## config.mk

```make
export PLATFORM = sky130hd
export DESIGN_NAME = spi_master_host
export DESIGN_NICKNAME = d
export VERILOG_FILES = /design/src/rtl/spi_master_host.sv
export SDC_FILE = /design/constraint.sdc
export NUM_CORES = 1
export LEC_CHECK = 0
export BUFFER_PORTS_ARGS = -buffer_cell sky130_fd_sc_hd__buf_2
export CAP_MARGIN = 20
export CORE_ASPECT_RATIO = 1.2
export CORE_MARGIN = 3
export CORE_UTILIZATION = 58
export DETAILED_ROUTE_END_ITERATION = 10
export PLACE_DENSITY = 0.83
export SYNTH_ARGS = -nofsm -noshare
export SYNTH_HDL_FRONTEND = slang
export SYNTH_SLANG_ARGS = --single-unit
```

## constraint.sdc

```tcl
create_clock -name clk -period 3.79 [get_ports clk]
set_input_delay 0 -clock clk [delete_from_list [all_inputs] [get_ports clk]]
set_output_delay 0 -clock clk [all_outputs]
set_load 0.05 [all_outputs]
```

## src/rtl/spi_master_host.sv

```systemverilog
// ---------------------------------------------------------------------------
// spi_master_host
//
// Host-side SPI master for the SPI slave + RAM subsystem. It accepts one
// command word per valid/ready handshake and shifts it out MSB-first as a
// (MEM_WIDTH+2)-bit frame {cmd, data}. The frame is preceded by a one-cycle
// select phase that already presents cmd[1]. For read-data commands (cmd 11)
// it waits TURNAROUND cycles, captures MEM_WIDTH bits from MISO, and returns
// them with a one-cycle rsp_valid pulse.
//
// Ports:
//   clk        system clock, also the SPI bit clock (one bit per cycle)
//   rst_n      synchronous active-low reset
//   req_valid  command valid from host
//   req_ready  high only while idle (combinational state decode)
//   req_cmd    00 write-addr, 01 write-data, 10 read-addr, 11 read-data
//   req_data   address/data payload, shifted for every command
//   rsp_valid  one-cycle pulse, rsp_data holds the read-data result
//   rsp_data   last captured MISO word, held until the next capture
//   busy       high whenever the master is not idle
//   SS_n       registered slave select, active low
//   MOSI       registered serial data to slave
//   MISO       serial data from slave
// ---------------------------------------------------------------------------
module spi_master_host #(
  parameter int MEM_WIDTH  = 8,
  parameter int TURNAROUND = 2
) (
  input  logic                 clk,
  input  logic                 rst_n,
  input  logic                 req_valid,
  output logic                 req_ready,
  input  logic [1:0]           req_cmd,
  input  logic [MEM_WIDTH-1:0] req_data,
  output logic                 rsp_valid,
  output logic [MEM_WIDTH-1:0] rsp_data,
  output logic                 busy,
  output logic                 SS_n,
  output logic                 MOSI,
  input  logic                 MISO
);

  localparam int FRAME_W = MEM_WIDTH + 2;

  typedef enum logic [2:0] {
    IDLE,
    SEL,
    SHIFT,
    TURN,
    CAPTURE,
    GAP
  } state_t;

  state_t               r_state;
  state_t               w_state_next;
  logic [3:0]           r_cnt;
  logic [3:0]           w_cnt_next;
  logic [FRAME_W-1:0]   r_shift;
  logic [FRAME_W-1:0]   w_shift_next;
  logic                 r_is_read;
  logic                 w_is_read_next;
  logic                 r_ss_n;
  logic                 r_mosi;
  logic                 r_rsp_valid;
  logic [MEM_WIDTH-1:0] r_rsp_data;
  logic                 w_ss_n_next;
  logic                 w_mosi_next;
  logic                 w_rsp_valid_next;
  logic                 w_capture;

  // Next-state logic. The bit counter is loaded with (phase length - 1)
  // whenever a counted phase is entered and counts down to zero, so it never
  // wraps. The shift register is only advanced between SHIFT cycles; the SEL
  // cycle and the first SHIFT cycle both present frame[MSB] (cmd[1]).
  always_comb begin
    w_state_next   = r_state;
    w_cnt_next     = r_cnt;
    w_shift_next   = r_shift;
    w_is_read_next = r_is_read;

    case (r_state)
      IDLE: begin
        if (req_valid) begin
          w_state_next   = SEL;
          w_shift_next   = {req_cmd, req_data};
          w_is_read_next = (req_cmd == 2'b11);
        end
      end
      SEL: begin
        w_state_next = SHIFT;
        w_cnt_next   = 4'(FRAME_W - 1);
      end
      SHIFT: begin
        if (r_cnt == 4'd0) begin
          if (r_is_read) begin
            w_state_next = TURN;
            w_cnt_next   = 4'(TURNAROUND - 1);
          end else begin
            w_state_next = GAP;
          end
        end else begin
          w_cnt_next   = r_cnt - 4'd1;
          w_shift_next = {r_shift[FRAME_W-2:0], 1'b0};
        end
      end
      TURN: begin
        if (r_cnt == 4'd0) begin
          w_state_next = CAPTURE;
          w_cnt_next   = 4'(MEM_WIDTH - 1);
        end else begin
          w_cnt_next = r_cnt - 4'd1;
        end
      end
      CAPTURE: begin
        if (r_cnt == 4'd0) begin
          w_state_next = GAP;
        end else begin
          w_cnt_next = r_cnt - 4'd1;
        end
      end
      GAP: begin
        w_state_next = IDLE;
      end
      default: begin
        w_state_next = IDLE;
      end
    endcase
  end

  // The pins are registered from the next state so that SS_n/MOSI line up
  // with the state they belong to, i.e. SS_n falls in the SEL cycle itself.
  always_comb begin
    w_ss_n_next      = 1'b1;
    w_mosi_next      = 1'b0;
    w_rsp_valid_next = 1'b0;

    case (w_state_next)
      SEL, SHIFT: begin
        w_ss_n_next = 1'b0;
        w_mosi_next = w_shift_next[FRAME_W-1];
      end
      TURN, CAPTURE: begin
        w_ss_n_next = 1'b0;
      end
      GAP: begin
        w_rsp_valid_next = w_is_read_next;
      end
      default: begin
        w_ss_n_next = 1'b1;
      end
    endcase
  end

  assign w_capture = (r_state == CAPTURE);

  // State, counters and registered outputs. MISO is sampled at the edge that
  // closes each CAPTURE cycle and enters from the LSB side, so the first bit
  // received ends up as the MSB of rsp_data.
  always_ff @(posedge clk) begin
    if (!rst_n) begin
      r_state     <= IDLE;
      r_cnt       <= 4'd0;
      r_shift     <= '0;
      r_is_read   <= 1'b0;
      r_ss_n      <= 1'b1;
      r_mosi      <= 1'b0;
      r_rsp_valid <= 1'b0;
      r_rsp_data  <= '0;
    end else begin
      r_state     <= w_state_next;
      r_cnt       <= w_cnt_next;
      r_shift     <= w_shift_next;
      r_is_read   <= w_is_read_next;
      r_ss_n      <= w_ss_n_next;
      r_mosi      <= w_mosi_next;
      r_rsp_valid <= w_rsp_valid_next;
      if (w_capture) begin
        r_rsp_data <= {r_rsp_data[MEM_WIDTH-2:0], MISO};
      end
    end
  end

  assign req_ready = (r_state == IDLE);
  assign busy      = (r_state != IDLE);
  assign SS_n      = r_ss_n;
  assign MOSI      = r_mosi;
  assign rsp_valid = r_rsp_valid;
  assign rsp_data  = r_rsp_data;

endmodule
```

### Word level (Yosys, flattened, before mapping)

Cells that the tools add are included.

* $add $sub $neg: 1
* multiply operators: 0
* div/mod/pow operators: 0
* order comparisons: 0
* equal/unequal tests: 14
* shift-type cells: 0
* mux-type cells: 17
* bitwise logic cells: 0
* reduce and logical (&&, ||, !) cells: 11

Operators with widths (number)
* 10-bit two-way mux: 2
* 10-bit case mux with 2 select lines: 1
* 4-bit two-way mux: 4
* 4-bit case mux with 4 select lines: 1
* 3-bit two-way mux: 5
* 3-bit case mux with 5 select lines: 1
* 3-bit by 2-bit == test with 1-bit output, second input constant: 4
* 3-bit == test, second input constant: 3
* 3-bit by 1-bit == test with 1-bit output, second input constant: 2
* 2-bit inequality test, second input constant: 3
* 3-bit AND reduction: 2
* 4-bit zero test: 1
* 2-bit AND reduction: 2
* 4-bit nonzero test: 1
* 4-bit OR reduction: 1
* 4-bit by 1-bit subtractor with 4-bit output, second input constant: 1
* 3-bit zero test: 1
* 1-bit two-way mux: 3
* 3-bit inequality test, second input constant: 1
* 3-bit nonzero test: 1
* 2-bit == test, second input constant: 1
* 2-bit nonzero test: 1
* 2-bit OR reduction: 1

* register bits: 29
* bits in latches: 0
* memory bits (writable): 0
* memory bits (read-only): 0
* input port bits: 14
* output and inout port bits: 13
* logic and storage cells: 52
* memories kept: 0

### Logic depth before layout (Yosys ltp)

Gate-level depths: netlist (run 1).

* depth after elaboration: 6
* gate-level depth with buffers: 7
* depth with buffers taken out: 6

### Worst setup path after synthesis (run 1)

No wires, ideal clock.

* path kind: flip-flop to flip-flop
* start point: register r_cnt[0]
* end point: register r_mosi (netlist: MOSI)
* setup time: 0.088 ns
* data arrival time: 1.654 ns
* required time: 3.702 ns
* setup slack: 2.049 ns
* stages on the path, launching flop included: 8
* clock period less this slack: 1.741 ns
* cells stage by stage: dfxtp_1 > inv_1 > ha_1 > or3b_1 > buf_6 > a31oi_4 > a221oi_2 > nor4_2

* word-level cells in the longest chain between the ends: 6

RTL lines
* start: declaration: RTL line 56 `logic [3:0] r_cnt;`
* start signal: assignment: RTL line 171 `r_cnt <= w_cnt_next;`
* 4-bit zero test *: RTL line 94, 107, 115
* 3-bit two-way mux (on tied branches): RTL line 115, 107, 94
* 3-bit case mux with 5 select lines: RTL line 81 `case (r_state)`
* 3-bit by 1-bit == test with 1-bit output / 3-bit by 2-bit == test with 1-bit output (equally long branches): RTL line 137 `case (w_state_next)`
* 2-bit OR reduction
* 2-bit AND reduction (no source line)
* end signal: assignment: RTL line 175 `r_mosi <= w_mosi_next;`
* end: declaration: RTL line 63 `logic r_mosi;`

Mark *: on every way between the ends. The rest lies on a longest branch, timed or not. The select of a mux whose other input is x is not followed.
A chain may end at the register's enable or synchronous reset.

### Worst setup path after layout (run 1)

* start point: register r_state[0]
* end point: register r_rsp_valid (netlist: rsp_valid)

* word-level cells in the longest chain between the ends: 4

RTL lines
* start: declaration: RTL line 54 `state_t r_state;`
* start signal: assignment: RTL line 170 `r_state <= w_state_next;`
* 3-bit == test (tied with other cells): RTL line 81
* 3-bit case mux with 5 select lines: RTL line 81
* 3-bit == test: RTL line 137
* 2-bit AND reduction (no source line)
* end signal: assignment: RTL line 176 `r_rsp_valid <= w_rsp_valid_next;`
* end: declaration: RTL line 64 `logic r_rsp_valid;`

Parallel ways exist; a longest one is shown, timed or not.

==> results of run 1 <==
critical path, delay by kind of cell, from the launching register on:
family	cells	cell delay (ns)
AO/OA/AOI/OAI	1	0.16
buffers and inverters	1	0.59
flip-flops	1	0.50
AND/OR/NAND/NOR	3	1.05
worst min path at each step:
stage                         endpoint  slack, ns
4_1_cts        r_shift[6]$_SDFFE_PN0P_      0.007
2_1_floorplan          SS_n$_SDFF_PN1_       0.08
3_3_place_gp   r_shift[0]$_SDFFE_PN0P_       0.25
5_1_grt        r_shift[6]$_SDFFE_PN0P_       0.05
6_report       r_shift[6]$_SDFFE_PN0P_       0.02
3_5_place_dp           SS_n$_SDFF_PN1_       0.26
through the flow:
stage	total power [mW]	cell area (um2)	instances
floorplan	0.944	1430	168
global placement	0.988	1520	214
detailed placement	1.01	1530	215
CTS	1.24	1730	236
global route	1.33	1730	236
finish	1.25	1730	236
metal layers:
| metal | global-route usage | vias to the layer above | share of wire |
|---|---|---|---|
| li1 | - | 669 | - |
| met1 | 0.247 | 624 | 0.41 |
| met2 | 0.391 | 36 | 0.51 |
| met3 | 0.0639 | 11 | 0.044 |
| met4 | 0.131 | 0 | 0.029 |
| met5 | 0 | - | 0 |
synth_stat cells (3+ instances only):
| library cell | number |
|---|---|
| nor2_1 | 6 |
| dfxtp_1 | 29 |
| o21ai_0 | 4 |
| buf_6 | 4 |
| nand3_1 | 5 |
| nand2b_1 | 3 |
| a22oi_1 | 8 |
| nand2_1 | 29 |
| inv_1 | 6 |
| buf_2 | 4 |
| a21oi_1 | 26 |
| nor3b_1 | 3 |
| nor3_1 | 3 |
final cells by class:
type                            count  area, um2
Multi-Input combinational cell    121        739
Fill cell                         201        603
Sequential cell                    29        581
Timing Repair Buffer               41        275
Clock buffer                        7       65.1
Tap cell                           31       38.8
Inverter                            6       22.5
Clock inverter                      1       5.00
state kept, by name, summed over array words and instances (netlist names):
signal     count
r_state        3
SS_n           1
rsp_valid      1
MOSI           1
r_cnt          4
r_shift       10
rsp_data       8
r_is_read      1
logic make-up after synthesis:
family / after synthesis / synth area share
flops: 29 / 0.405
compound gates: 50 / 0.227
simple gates: 68 / 0.267
fa+ha+maj: 1 / 0.00872
xor+xnor: 1 / 0.00611
buf+inv: 18 / 0.0794
mux: 1 / 0.00698
power groups by stage:
| stage | combinational [mW] | clock [mW] | sequential [mW] |
|---|---|---|---|
| final | 0.592 | 0.214 | 0.439 |
| after global routing | 0.656 | 0.228 | 0.448 |
| after CTS | 0.588 | 0.216 | 0.438 |
| after detailed placement | 0.569 | 0 | 0.445 |
| after global placement | 0.549 | 0 | 0.439 |
| after floorplan | 0.513 | 0 | 0.431 |
what timing repair did:
action,4_1_cts,5_1_grt
gates resized for setup,0,0
endpoints found under the hold margin,13,0
setup buffers,0,0
hold buffers,13,0
setup endpoints to repair,0,0
==> reports/metrics.csv, run 1 <==
metric,value,unit
post-route setup slack,1.43,ns
setup violators final,0,
num rows,19,
die height,60.5,um
Rel. slew slack,0.502,
worst skew pair latency,0.33,ns
"Slew Viols, Final",0,
async set-reset flop share out of synthesis,0,
crit path cell chain,nor4b_4 -> nand3_1 -> dlygate4sd3_1 -> a21oi_1 -> and3_1,
Die ar.,3110,um2
"Hold Vio Cnt, Final",0,
Sink Count,29,
"setup slack, reg-to-reg",1.43,ns
Max Buffers Root-to-Sink,2,
period utilization,0.624,
GRT Util Overall,0.226,
CTS tree,built,
f_max,423,MHz
Critical Path Start Type,flop,
Synth top area share,0.405,
Min Hold Slack,0.0183,ns
DRC viols,0,
top post-synthesis cells by area,"dfxtp_1, a21oi_1, nand2_1, a22oi_1, buf_6",
worst path arrival time,2.63,ns
Die Wd,51.4,um
Post-synth EDFFs,0,
Initial Utilization,0.615,
CP endpoint,rsp_valid$_SDFF_PN0_,
setup TNS,0,ns
Max Clock Skew,0.0136,ns
CP max-delay cell,nor4b_4,
largest net degree at the start of global routing,24,
Reg2Reg Launch Point,r_state[0]$_SDFF_PN0_,
required time worst endpoint,4.06,ns
sw frac,0.438,
Ports,27,
first-pass GRT wire length,5.22,mm
syn avg cell area,8.53,um2
min cycle time layout,2.36,ns
Root Driver,clkbuf_4,
post-place setup slack,1.68,ns
Vias/cell,5.68,
Port Buf Inserts,26,
antenna violations before repair,0,
Util after Layout,0.741,
Hold Path Stages,3,
CP Capture Type,flop,
DRT iter0 DRCs,57,
Mapped Nets,183,
Worst Tran Pin Value,0.744,ns
Area Growth Syn to Fin,20.4,%
status,"finished, final reports clean",
Yosys reg bits,29,
combinational share of power,0.475,
Int Pwr,0.701,mW
post-detail-place hpwl,2.12,mm
vias post-DR,1340,
Peak supply drop,0.519,mV
share of power burned in registers,0.353,
remaining antenna violation count,0,
Crit. Startpoint,r_state[0]$_SDFF_PN0_,
number of max-cap violations,0,
Yosys top cell by area,dfxtp_1,
Final nets,219,
number of global-route vias before repair,1238,
# diodes,0,
RSZ-0062 raised after global routing,no,
hold path startpoint,req_data[6],
CP Max Fanout,16,
Post-Route WL,3.22,mm
"commonest non-fill, non-tap cells in the layout","dfxtp_1, nand2_1, a21oi_1, buf_2, dlygate4sd3_1",
H-Tree Depth,2,
Ys Warns,0,
1st-pass router iterations,4,
global route overflow,0,
gpl congestion,0.883,
Leakage,0.686,nW
sequential-to-total area share from yosys stat,0.405,
Worst-path clk slew,0.10,ns
Register-to-Register Path Depth,5,
core area,2330,um2
Net Sw Power,0.545,mW
"slowest stage delay, CP",0.71,ns
Mapped Area,1430,um2
CP Class,reg -> reg,
Cell Pwr Density,721,nW/um2
Reg-to-Reg End,rsp_valid$_SDFF_PN0_,
Mapped Cells,168,
Synth cell types,45,
Inserted Clock Buffers,5,
power share of the clock group,0.172,
Worst Hold Class,in -> reg,
drt wl/cell,13.7,um
dominant synthesized flop cell,dfxtp_1,
layout cell share with drive strength beyond 1,0.224,
Note: power is estimated with default switching activity, not from simulation.
==> run 2, diff against run 1 <==
--- a/config.mk
+++ b/config.mk
@@ -9,9 +9,9 @@
 export CAP_MARGIN = 20
 export CORE_ASPECT_RATIO = 1.2
 export CORE_MARGIN = 3
-export CORE_UTILIZATION = 58
+export CORE_UTILIZATION = 49
 export DETAILED_ROUTE_END_ITERATION = 10
-export PLACE_DENSITY = 0.83
+export PLACE_DENSITY = 0.75
 export SYNTH_ARGS = -nofsm -noshare
 export SYNTH_HDL_FRONTEND = slang
 export SYNTH_SLANG_ARGS = --single-unit
==> constraint.sdc (replaced) <==
create_clock -name clk -period 2 [get_ports clk]
set_input_delay 0 -clock clk [delete_from_list [all_inputs] [get_ports clk]]
set_output_delay 0 -clock clk [all_outputs]
set_load 0.05 [all_outputs]
==> reports/metrics.csv, run 2 (synthesis results as in run 1) <==
metric,value,unit,change
number of global-route vias before repair,1364,,was 1238
Area Growth Syn to Fin,24.3,%,was 20.4%
CP Class,reg -> reg,,unchanged
Reg-to-Reg End,r_is_read$_SDFF_PN0_,,was rsp_valid$_SDFF_PN0_
Min Hold Slack,0.0111,ns,was 0.0183 ns
Worst Tran Pin Value,0.542,ns,was 0.744 ns
footprint of the multi-input gates,751,um2,was 739 um2
post-place setup slack,0.0894,ns,was 1.68 ns
Ports,27,,unchanged
drt wl/cell,13.6,um,was 13.7 um
fill count,241,,was 201
"commonest non-fill, non-tap cells in the layout","nand2_1, dfxtp_1, a21oi_1, buf_2, dlygate4sd3_1",,"was dfxtp_1, nand2_1, a21oi_1, buf_2, dlygate4sd3_1"
Inserted Clock Buffers,5,,unchanged
largest net degree at the start of global routing,23,,was 24
gpl congestion,0.895,,was 0.883
core area,2650,um2,was 2330 um2
global route overflow,0,,unchanged
die height,65.3,um,was 60.5 um
"Slew Viols, Final",0,,unchanged
Util after Layout,0.672,,was 0.741
"Hold Vio Cnt, Final",0,,unchanged
setup violators final,0,,unchanged
Die ar.,3610,um2,was 3110 um2
status,"finished, final reports clean",,unchanged
Worst Hold Class,in -> reg,,unchanged
num rows,20,,was 19
"commonest non-fill, non-tap cell in the layout",nand2_1,,
Post-Layout Cell Count,245,,was 236
setup TNS,0,ns,unchanged
CTS tree,built,,unchanged
worst path arrival time,2.19,ns,was 2.63 ns
CP Max Fanout,8,,was 16
remaining antenna violation count,0,,unchanged
layout cell share with drive strength beyond 1,0.251,,was 0.224
area post-placement,1570,um2,was 1530 um2
Register-to-Register Path Depth,5,,unchanged
Die Wd,55.4,um,was 51.4 um
register area,582,um2,was 581 um2
Hold Path Stages,3,,unchanged
Cell Pwr Density,1340,nW/um2,was 721 nW/um2
post-route cell area,1780,um2,was 1730 um2
Final nets,226,,was 219
Initial Utilization,0.541,,was 0.615
Rel. slew slack,0.638,,was 0.502
Critical Path Start Type,flop,,unchanged
Worst-path clk slew,0.09,ns,was 0.10 ns
number of cells on the critical path,5,,unchanged
CP Capture Type,flop,,unchanged
min cycle time layout,1.92,ns,was 2.36 ns
required time worst endpoint,2.27,ns,was 4.06 ns
Peak supply drop,0.874,mV,was 0.519 mV
post-detail-place hpwl,2.21,mm,was 2.12 mm
Total Power,2.39,mW,was 1.25 mW
f_max,522,MHz,was 423 MHz
CP Buf/Inv Count,2,,was 1
"setup slack, reg-to-reg",0.08,ns,was 1.43 ns
WHS Endpoint,r_shift[8]$_SDFFE_PN0P_,,was r_shift[6]$_SDFFE_PN0P_
first-pass GRT wire length,5.69,mm,was 5.22 mm
post-route setup slack,0.0833,ns,was 1.43 ns
H-Tree Depth,2,,unchanged
worst skew pair latency,0.32,ns,was 0.33 ns
Placed Cells,223,,was 215
Reg with most FFs,r_shift,,unchanged
Reg2Reg Launch Point,r_state[2]$_SDFF_PN0_,,was r_state[0]$_SDFF_PN0_
CP max-delay cell,dlygate4sd3_1,,was nor4b_4
Root Driver,clkbuf_4,,unchanged
period utilization,0.958,,was 0.624
crit path cell chain,buf_4 -> nor4b_4 -> nand3_1 -> a21oi_1 -> dlygate4sd3_1,,was nor4b_4 -> nand3_1 -> dlygate4sd3_1 -> a21oi_1 -> and3_1
DRT iter0 DRCs,47,,was 57
GRT Util Overall,0.196,,was 0.226
Sink Count,29,,unchanged
number of max-cap violations,0,,unchanged
Port Buf Inserts,26,,unchanged
"slowest stage delay, CP",0.58,ns,was 0.71 ns
1st-pass router iterations,4,,unchanged
Top delay family on crit path,buffers and inverters,,was simple AND/OR/NAND/NOR gates
antenna violations before repair,0,,unchanged
Vias/cell,5.54,,was 5.68
DRC viols,0,,unchanged
Max Clock Skew,0.00421,ns,was 0.0136 ns
hold path startpoint,req_cmd[0],,was req_data[6]
Post-Route WL,3.34,mm,was 3.22 mm
Leakage,0.719,nW,was 0.686 nW
vias post-DR,1358,,was 1340
Max Buffers Root-to-Sink,2,,unchanged
number of flip-flops in the largest register,10,,unchanged
-- run 2: layout make-up --
cell class	count	share of cell area
Multi-Input combinational cell	121	0.421
Clock buffer	7	0.0309
Timing Repair Buffer	48	0.184
Sequential cell	29	0.327
Antenna cell	1	0.00140
Tap cell	33	0.0232
Inverter	6	0.0126
-- run 2: what timing repair did --
action / in CTS / in global routing
hold buffers: 13 / 0
setup buffers: 0 / 1
endpoints found under the hold margin: 13 / 0
endpoints found under the setup margin: 0 / 2
gates resized for setup: 0 / 3
-- run 2: worst max-delay path by stage --
stage,slack (ns),start,end
final,0.08,r_state[2]$_SDFF_PN0_,r_is_read$_SDFF_PN0_
after detailed placement,0.09,r_cnt[0]$_SDFFE_PN0P_,MOSI$_SDFF_PN0_
after global routing,-0.03,r_state[2]$_SDFF_PN0_,r_is_read$_SDFF_PN0_
after floorplan,0.26,r_cnt[0]$_SDFFE_PN0P_,MOSI$_SDFF_PN0_
after global placement,0.12,r_cnt[0]$_SDFFE_PN0P_,MOSI$_SDFF_PN0_
after CTS,0.05,r_state[2]$_SDFF_PN0_,r_is_read$_SDFF_PN0_
-- run 2: worst reg2reg max path, cell delays in order, from the launching register on --
cell	delay [ns]
dfxtp_1	0.37
buf_4	0.19
nor4b_4	0.38
nand3_1	0.13
a21oi_1	0.22
dlygate4sd3_1	0.58
-- run 2: report_power, final --
part	total, mW	switching, mW	leakage [nW]	internal, mW
clock network	0.357	0.191	0.0314	0.166
logic	1.23	0.735	0.451	0.490
registers	0.812	0.125	0.237	0.687
-- run 2: metal layers --
metal	GRT usage	vias to the layer above	part of all wire
met5	0	-	0
met4	0.116	0	0.026
met3	0.0432	10	0.050
met2	0.346	38	0.52
met1	0.214	627	0.40
li1	-	683	-
